===== src/rtl/apb_bus_arbiter.sv =====
// Two-requester round-robin arbiter that sequences one shared APB3 slave port.
// Define APB_TIMEOUT_EN to abort ACCESS phases that wait TIMEOUT_CYCLES cycles.
module apb_bus_arbiter #(
  parameter int AW             = 4,
  parameter int DW             = 16,
  parameter int TIMEOUT_CYCLES = 16
) (
  input  logic          PCLK,
  input  logic          PRESETn,
  input  logic          req0,
  input  logic          req1,
  input  logic          we0,
  input  logic          we1,
  input  logic [AW-1:0] addr0,
  input  logic [AW-1:0] addr1,
  input  logic [DW-1:0] wdata0,
  input  logic [DW-1:0] wdata1,
  output logic          done0,
  output logic          done1,
  output logic [DW-1:0] rsp_rdata,
  output logic          rsp_err,
  output logic          grant,
  output logic          PSEL,
  output logic          PENABLE,
  output logic          PWRITE,
  output logic [AW-1:0] PADDR,
  output logic [DW-1:0] PWDATA,
  input  logic [DW-1:0] PRDATA,
  input  logic          PREADY,
  input  logic          PSLVERR
);

  localparam logic [1:0] ST_IDLE   = 2'd0;
  localparam logic [1:0] ST_SETUP  = 2'd1;
  localparam logic [1:0] ST_ACCESS = 2'd2;

  if (TIMEOUT_CYCLES < 1) begin : g_bad_timeout
    $error("TIMEOUT_CYCLES must be at least 1");
  end

  logic [1:0] state;
  logic       last;
  logic       elig0;
  logic       elig1;
  logic       win;
  logic       timeout;

  // NOTE: every signal assigned in always_comb gets a value on every path, so no latch is inferred.
  always_comb begin
    // A requester is masked in its own done cycle so a still-high req is not re-granted.
    elig0 = req0 & ~done0;
    elig1 = req1 & ~done1;
    win   = (elig0 & elig1) ? ~last : elig1;
  end

  assign PSEL    = (state != ST_IDLE);
  assign PENABLE = (state == ST_ACCESS);

`ifdef APB_TIMEOUT_EN
  localparam int CW = $clog2(TIMEOUT_CYCLES + 1);

  logic [CW-1:0] wait_cnt;

  always_ff @(posedge PCLK or negedge PRESETn) begin
    if (!PRESETn) begin
      wait_cnt <= '0;
    end else if (state == ST_SETUP) begin
      wait_cnt <= '0;
    end else if (state == ST_ACCESS && !PREADY) begin
      wait_cnt <= wait_cnt + 1'b1;
    end
  end

  // Fires on the edge that would complete the TIMEOUT_CYCLES-th wait cycle.
  assign timeout = !PREADY && (wait_cnt == CW'(TIMEOUT_CYCLES - 1));
`else
  assign timeout = 1'b0;
`endif

  // NOTE: sequential state uses non-blocking assignments so every flop samples pre-edge values.
  always_ff @(posedge PCLK or negedge PRESETn) begin
    if (!PRESETn) begin
      state     <= ST_IDLE;
      last      <= 1'b1;
      grant     <= 1'b0;
      PADDR     <= '0;
      PWRITE    <= 1'b0;
      PWDATA    <= '0;
      rsp_rdata <= '0;
      rsp_err   <= 1'b0;
      done0     <= 1'b0;
      done1     <= 1'b0;
    end else begin
      done0 <= 1'b0;
      done1 <= 1'b0;
      case (state)
        ST_IDLE: begin
          if (elig0 | elig1) begin
            grant  <= win;
            last   <= win;
            PADDR  <= win ? addr1  : addr0;
            PWRITE <= win ? we1    : we0;
            PWDATA <= win ? wdata1 : wdata0;
            state  <= ST_SETUP;
          end
        end
        ST_SETUP: state <= ST_ACCESS;
        ST_ACCESS: begin
          // A ready slave wins over a timeout that lands on the same cycle.
          if (PREADY || timeout) begin
            rsp_err <= PREADY ? PSLVERR : 1'b1;
            if (!PWRITE) begin
              rsp_rdata <= PREADY ? PRDATA : '0;
            end
            done0 <= ~grant;
            done1 <= grant;
            state <= ST_IDLE;
          end
        end
        default: state <= ST_IDLE;
      endcase
    end
  end

endmodule

===== config.mk =====
export PLATFORM = sky130hd
export DESIGN_NAME = apb_bus_arbiter
export DESIGN_NICKNAME = d
export VERILOG_FILES = /design/src/rtl/apb_bus_arbiter.sv
export SDC_FILE = /design/constraint.sdc
export NUM_CORES = 1
export LEC_CHECK = 0
export CORE_ASPECT_RATIO = 0.9
export CORE_MARGIN = 10
export CORE_UTILIZATION = 41
export DETAILED_ROUTE_END_ITERATION = 8
export GPL_ROUTABILITY_DRIVEN = 0
export PLACE_DENSITY = 0.77
export REMOVE_ABC_BUFFERS = 1
export SETUP_SLACK_MARGIN = 0.02
export SLEW_MARGIN = 5
export SYNTH_ARGS = -nofsm -noshare
export SYNTH_HDL_FRONTEND = slang
export SYNTH_SLANG_ARGS = --single-unit

===== constraint.sdc =====
create_clock -name PCLK -period 2.1 [get_ports PCLK]
set_input_delay 0.315 -clock PCLK [delete_from_list [all_inputs] [get_ports PCLK]]
set_output_delay 0.315 -clock PCLK [all_outputs]
set_load 0.05 [all_outputs]

Word-level counts from Yosys, hierarchy flattened
Cells that the tools add are included.
Cells by class
  multiplexer cells: 11
  reduce and logical (&&, ||, !) cells: 6
  eq/ne operators: 4
  bitwise operators: 9
Operators by type and width (number)
  two-way mux 16 bit: 1
  two-way mux 1 bit: 6
  case mux 2 bit (3 select lines): 1
  AND reduction 2 bit: 3
  inverter 1 bit: 5
  two-way mux 2 bit: 2
  two-way mux 4 bit: 1
  bitwise AND 1 bit: 3
  AND reduction 3 bit: 1
  equality test 2 x 1 -> 1 bit (second input constant): 1
  equality test 2 bit (second input constant): 1
  zero test 2 bit: 1
  != test 2 x 1 -> 1 bit (second input constant): 1
  != test 2 bit (second input constant): 1
  nonzero test 2 bit: 1
  OR 1 bit: 1
Word-level totals
  flip-flop bits (word level): 44
  output and inout bits: 43
  logic and storage cells: 40

Depth between registers and ports, before layout
Gate-level depths: netlist of run 1.
  word-level depth: 5
  mapped depth: 5

Worst setup path before layout of run 1
Ideal clock, no wire load.
  path type: reg2reg
  start: register done1
  end: register grant
  stages on the path, launching flop included: 5
  required time: 1975 ps
  path slack: 492 ps
  data arrival time: 1484 ps
  cell sequence: dfrtp_1 nand2b_1 buf_2 a21oi_4 mux2_2
Between the ends
  word-level cells in the longest chain between the ends: 4
  elaborated cells on any way between the ends: 6
  those cells by class: mux (1); bitwise (4); reduce/logical (1)
RTL lines
  from (decl): line 19  | output logic done1,
  from (signal assigned): line 116  | done1 <= grant;
  inverter 1 bit *: line 52  | elig1 = req1 & ~done1;
  bitwise AND 1 bit *: line 52
  bitwise AND 1 bit or OR 1 bit (tied branches): line 53, 98
  two-way mux 1 bit or AND reduction 2 bit (tied branches)
  to (signal assigned): line 99  | grant <= win;
  to (decl): line 22  | output logic grant,
Every way passes the cells marked *; elsewhere a longest branch is shown, timed or not.
A chain may end at the register's enable or synchronous reset.

Worst setup path after layout of run 1
  start: register PWRITE
  end: output PWRITE
RTL lines
  from (decl): line 25  | output logic PWRITE,
  from (signal assigned): line 102  | PWRITE <= win ? we1 : we0;
No word-level cell between the ends.

==> flow_results.org, run 1 <==
** Timing
- The clock arrives with 10.17 ps of skew.
- Hold violation count in the final report :: 0
- Slew at the pin closest to its max-slew limit :: 788.4 ps
- PnR worst setup slack :: 257.6 ps
- In this run the tightest slew margin relative to its limit is 47.44%.
- In the finished design, the share of the clock period the worst path needs comes to 87.74%.
- Post-layout min period :: 1842 ps
- Fmax :: 542.8 MHz
- Setup violations, final :: 0
- Setup repair after global routing left no endpoint under its margin.
- The count of pins over their slew limit was 0.

** Final layout
- The multi-input combinational cells in the finished layout cover a total of 1102 um2.
- Nets :: 350
- Counting the fill cells in the layout gives 425.
- The repair_antennas step left the layout with diodes totalling 0.
- Of the cells placed in the final design, the portion with a size suffix greater than 1 is 23.00%.
- Leaving out fill and tap cells, the most frequent cell in the layout is sky130_fd_sc_hd__clkdlybuf4s50_1.
- In the final layout, flip-flops and latches occupy 1102 um2.
- Once layout is complete, the utilization of the core stands at 65.98%.
- The library cells used most frequently in the layout, excluding fill and tap cells, are 102 x sky130_fd_sc_hd__clkdlybuf4s50_1, 43 x sky130_fd_sc_hd__dfrtp_1, 22 x sky130_fd_sc_hd__and3b_1.
- Total non-filler cell area in the finished layout :: 3550 um2
- From synthesis to final layout, the design area changed by 53.02%.

** Die
- Number of top-level pins :: 107
- The initial utilization of the core area, before any placement, comes to 43.12%.
- The floorplan step defined a die boundary enclosing 9071 um2.
- Core Footprint :: 5380 um2
- Overall die width :: 99.29 um
- The floorplan has 25 rows.
- Y dimension of the die :: 91.36 um

** Clock network
- The tree is rooted in a sky130_fd_sc_hd__clkbuf_8.
- Counting the buffers created by CTS gives 5.
- After clock tree synthesis, the setup repair step added 0 buffers.
- TritonCTS built the clock tree.
- CTS max path bufs :: 2
- Num Clock Sinks :: 44
- In this run, post-CTS repair resized a total of 0 instances.
- The H-tree was split into 2 levels.
- Worst skew pair latency :: 290 ps
- Quantity of hold-fixing buffers added after cts :: 0
- After clock tree synthesis, the clock-pin slew on the worst setup and hold paths is 80 ps.

** Global routing
- Entering global routing, the biggest net connects 34 pins.
- Total global routing overflow :: 0
- GRT Resource Usage Total :: 15.49%
- The number of antenna violations at the first check in global routing is 0.
- First-pass GRT wire length :: 11.26 mm
- Number of global-route vias before repair :: 2012

** Power
- Of the total power, combinational logic draws 65.7%.
- In this run, the clock network consumes 8.5% of the power.
- For this design the total switching power over the nets is 2.879 mW.
- Static Leakage :: 1.444 nW
- Switch share :: 47.92%
- Internal power consumption :: 3.129 mW
- Power spread over the standard cell area amounts to 1692 nW/um2.
- IR analysis of the VDD net gives a maximum drop of 1042 uV.
- Sequential cells burn 25.8% of the power.

** Drt
- Average vias per placed instance :: 5.446
- WL final :: 7.164 mm
- The detail route stage leaves a number of antenna-violating nets equal to 0.
- In the final routed layout, each cell accounts on average for 20.24 um.
- Summing over every cut layer, the via total after detailed routing is 1928.
- Residual DRC count :: 0
- Iteration-0 DRC count of the detailed router :: 78
- The first TritonRoute pass finished after 5 iterations.

** Critical path
- Cell type of the slowest stage on the worst timing path :: sky130_fd_sc_hd__clkdlybuf4s50_1
- Endpoint arrival time on the critical path :: 1530 ps
- Crit end category :: output pin
- At the worst endpoint, the required time is 1780 ps.
- Delay-heaviest family, CP :: buffers and inverters
- Worst Path Max Fanout :: 3
- Start-to-end type of the worst setup path :: register to output pin
- Critical path startpoint category :: register
- On the worst path, the slowest cell contributes a delay of 840 ps.
- Counting both buffers and inverters, the worst setup path holds a total of 1.
- Worst path cell trace :: clkdlybuf4s50_1

** Synthesis
- In this run the cell area of the synthesized design comes to 2320 um2.
- Unique cell type count in the Yosys netlist :: 20
- Yosys synthesis warning count :: 0
- Summing the sequential cell areas from Yosys gives 47.52% of the chip area.
- The synthesized design contains 44 register bits.
- Averaged over all synthesized cells, the footprint is 12.75 um2.
- Number of standard cells after synthesis :: 182

** Place
- Setup Slack @ Placement :: 296.4 ps
- Number of I/O port buffers :: 106
- HPWL after detailed placement :: 5.308 mm
- Post-Place Cell Area :: 3465 um2

** Run status
- Status :: completed

** Worst hold path
- In this run the worst hold path is classified as input pin to async pin.

** Job
- The tool flagged a number of max-cap violations equal to 0.
power groups by stage:
stage,clock network (mW),registers (mW),logic (mW)
after floorplan,0,2.89,1.26
after global placement,0,1.55,3.94
after detailed placement,0,1.57,3.98
after CTS,0.528,1.55,3.99
after global routing,0.576,1.61,4.15
final,0.512,1.55,3.94
per-stage QoR:
stage / setup TNS [ps] / hold slack, ps / power, mW / cells
2_1_floorplan: -8394 / 19.41 / 4.146 / 161
3_3_place_gp: 0 / 438.3 / 5.497 / 346
3_5_place_dp: 0 / 437.9 / 5.549 / 346
4_1_cts: 0 / 125.2 / 6.067 / 354
5_1_grt: 0 / 144.5 / 6.332 / 354
6_report: 0 / 99.80 / 6.008 / 354
flip-flops by register name, summed over array words and instances, names as in the netlist:
name / flops
grant: 1
PADDR: 4
PWRITE: 1
last: 1
state: 2
rsp_err: 1
rsp_rdata: 16
PWDATA: 16
done1: 1
done0: 1
cell type report:
class                   instances  share of cell area, %
multi-input cells             117                  31.05
flip-flops and latches         44                  31.05
clock inverters                 2                 0.3525
well taps                      67                  2.362
repair buffers                118                  33.13
clock buffers                   6                  2.044
final timing paths:
kind	to	from	depth (start not counted)	slack, ps
worst min-delay path	PADDR[0]	PRESETn	1	100
worst max-delay path	PWRITE	PWRITE	1	260
worst max register to register	grant	state[1]	3	560
worst min register to register	done0	grant	1	490
min in group PCLK	done0	grant	1	490
max in group asynchronous	PWRITE	PRESETn	2	1380
metal layers:
layer  global-route usage [%]  share of wire, %  up-vias
met3                    5.985               6.9        6
met5                        0                 0        -
li1                         -                 -      913
met1                    19.06                42      939
met2                    24.73                50       70
met4                    3.938               1.4        0
cells in the mapped netlist:
cell type                   count  area (um2)
sky130_fd_sc_hd__nor2b_1        1       6.260
sky130_fd_sc_hd__mux2_2        20       225.2
sky130_fd_sc_hd__buf_6          4       45.04
sky130_fd_sc_hd__buf_2          5       25.02
sky130_fd_sc_hd__nor2_2         1       6.260
sky130_fd_sc_hd__a21oi_4        1       16.27
sky130_fd_sc_hd__nand3b_1       1       7.510
sky130_fd_sc_hd__nor2_1         3       11.26
sky130_fd_sc_hd__dfstp_2        1       26.28
sky130_fd_sc_hd__a221oi_1      21       183.9
sky130_fd_sc_hd__o21ai_0       21       105.1
sky130_fd_sc_hd__a2bb2oi_2     19       285.3
sky130_fd_sc_hd__and3b_1       22       192.7
sky130_fd_sc_hd__dfrtp_1       43        1076
sky130_fd_sc_hd__and3_1         1       6.260
sky130_fd_sc_hd__a2bb2oi_1      2       17.52
sky130_fd_sc_hd__clkbuf_1      12       45.04
sky130_fd_sc_hd__nand3b_4       1       20.02
sky130_fd_sc_hd__or2_1          1       6.260
sky130_fd_sc_hd__nand2b_1       2       12.51
kinds of logic (layout without fill, tap and decap cells):
| kind of cell | after synthesis | in the layout | synth area share [%] |
|---|---|---|---|
| AND/OR/NAND/NOR | 33 | 33 | 11.60 |
| buffers and inverters | 21 | 126 | 4.962 |
| multiplexers | 20 | 20 | 9.709 |
| flip-flops | 44 | 44 | 47.52 |
| AO/OA/AOI/OAI | 64 | 64 | 26.21 |
Note: power is estimated with default switching activity, not from simulation.
==> run 2, diff against run 1 <==
CTS_CLUSTER_SIZE = 24   (was default)
SLEW_MARGIN = 20   (was 5)
TNS_END_PERCENT = 10   (was default)
==> results of run 2 <==
Same layout as run 1: the final DEF is identical, and so are final timing and power.
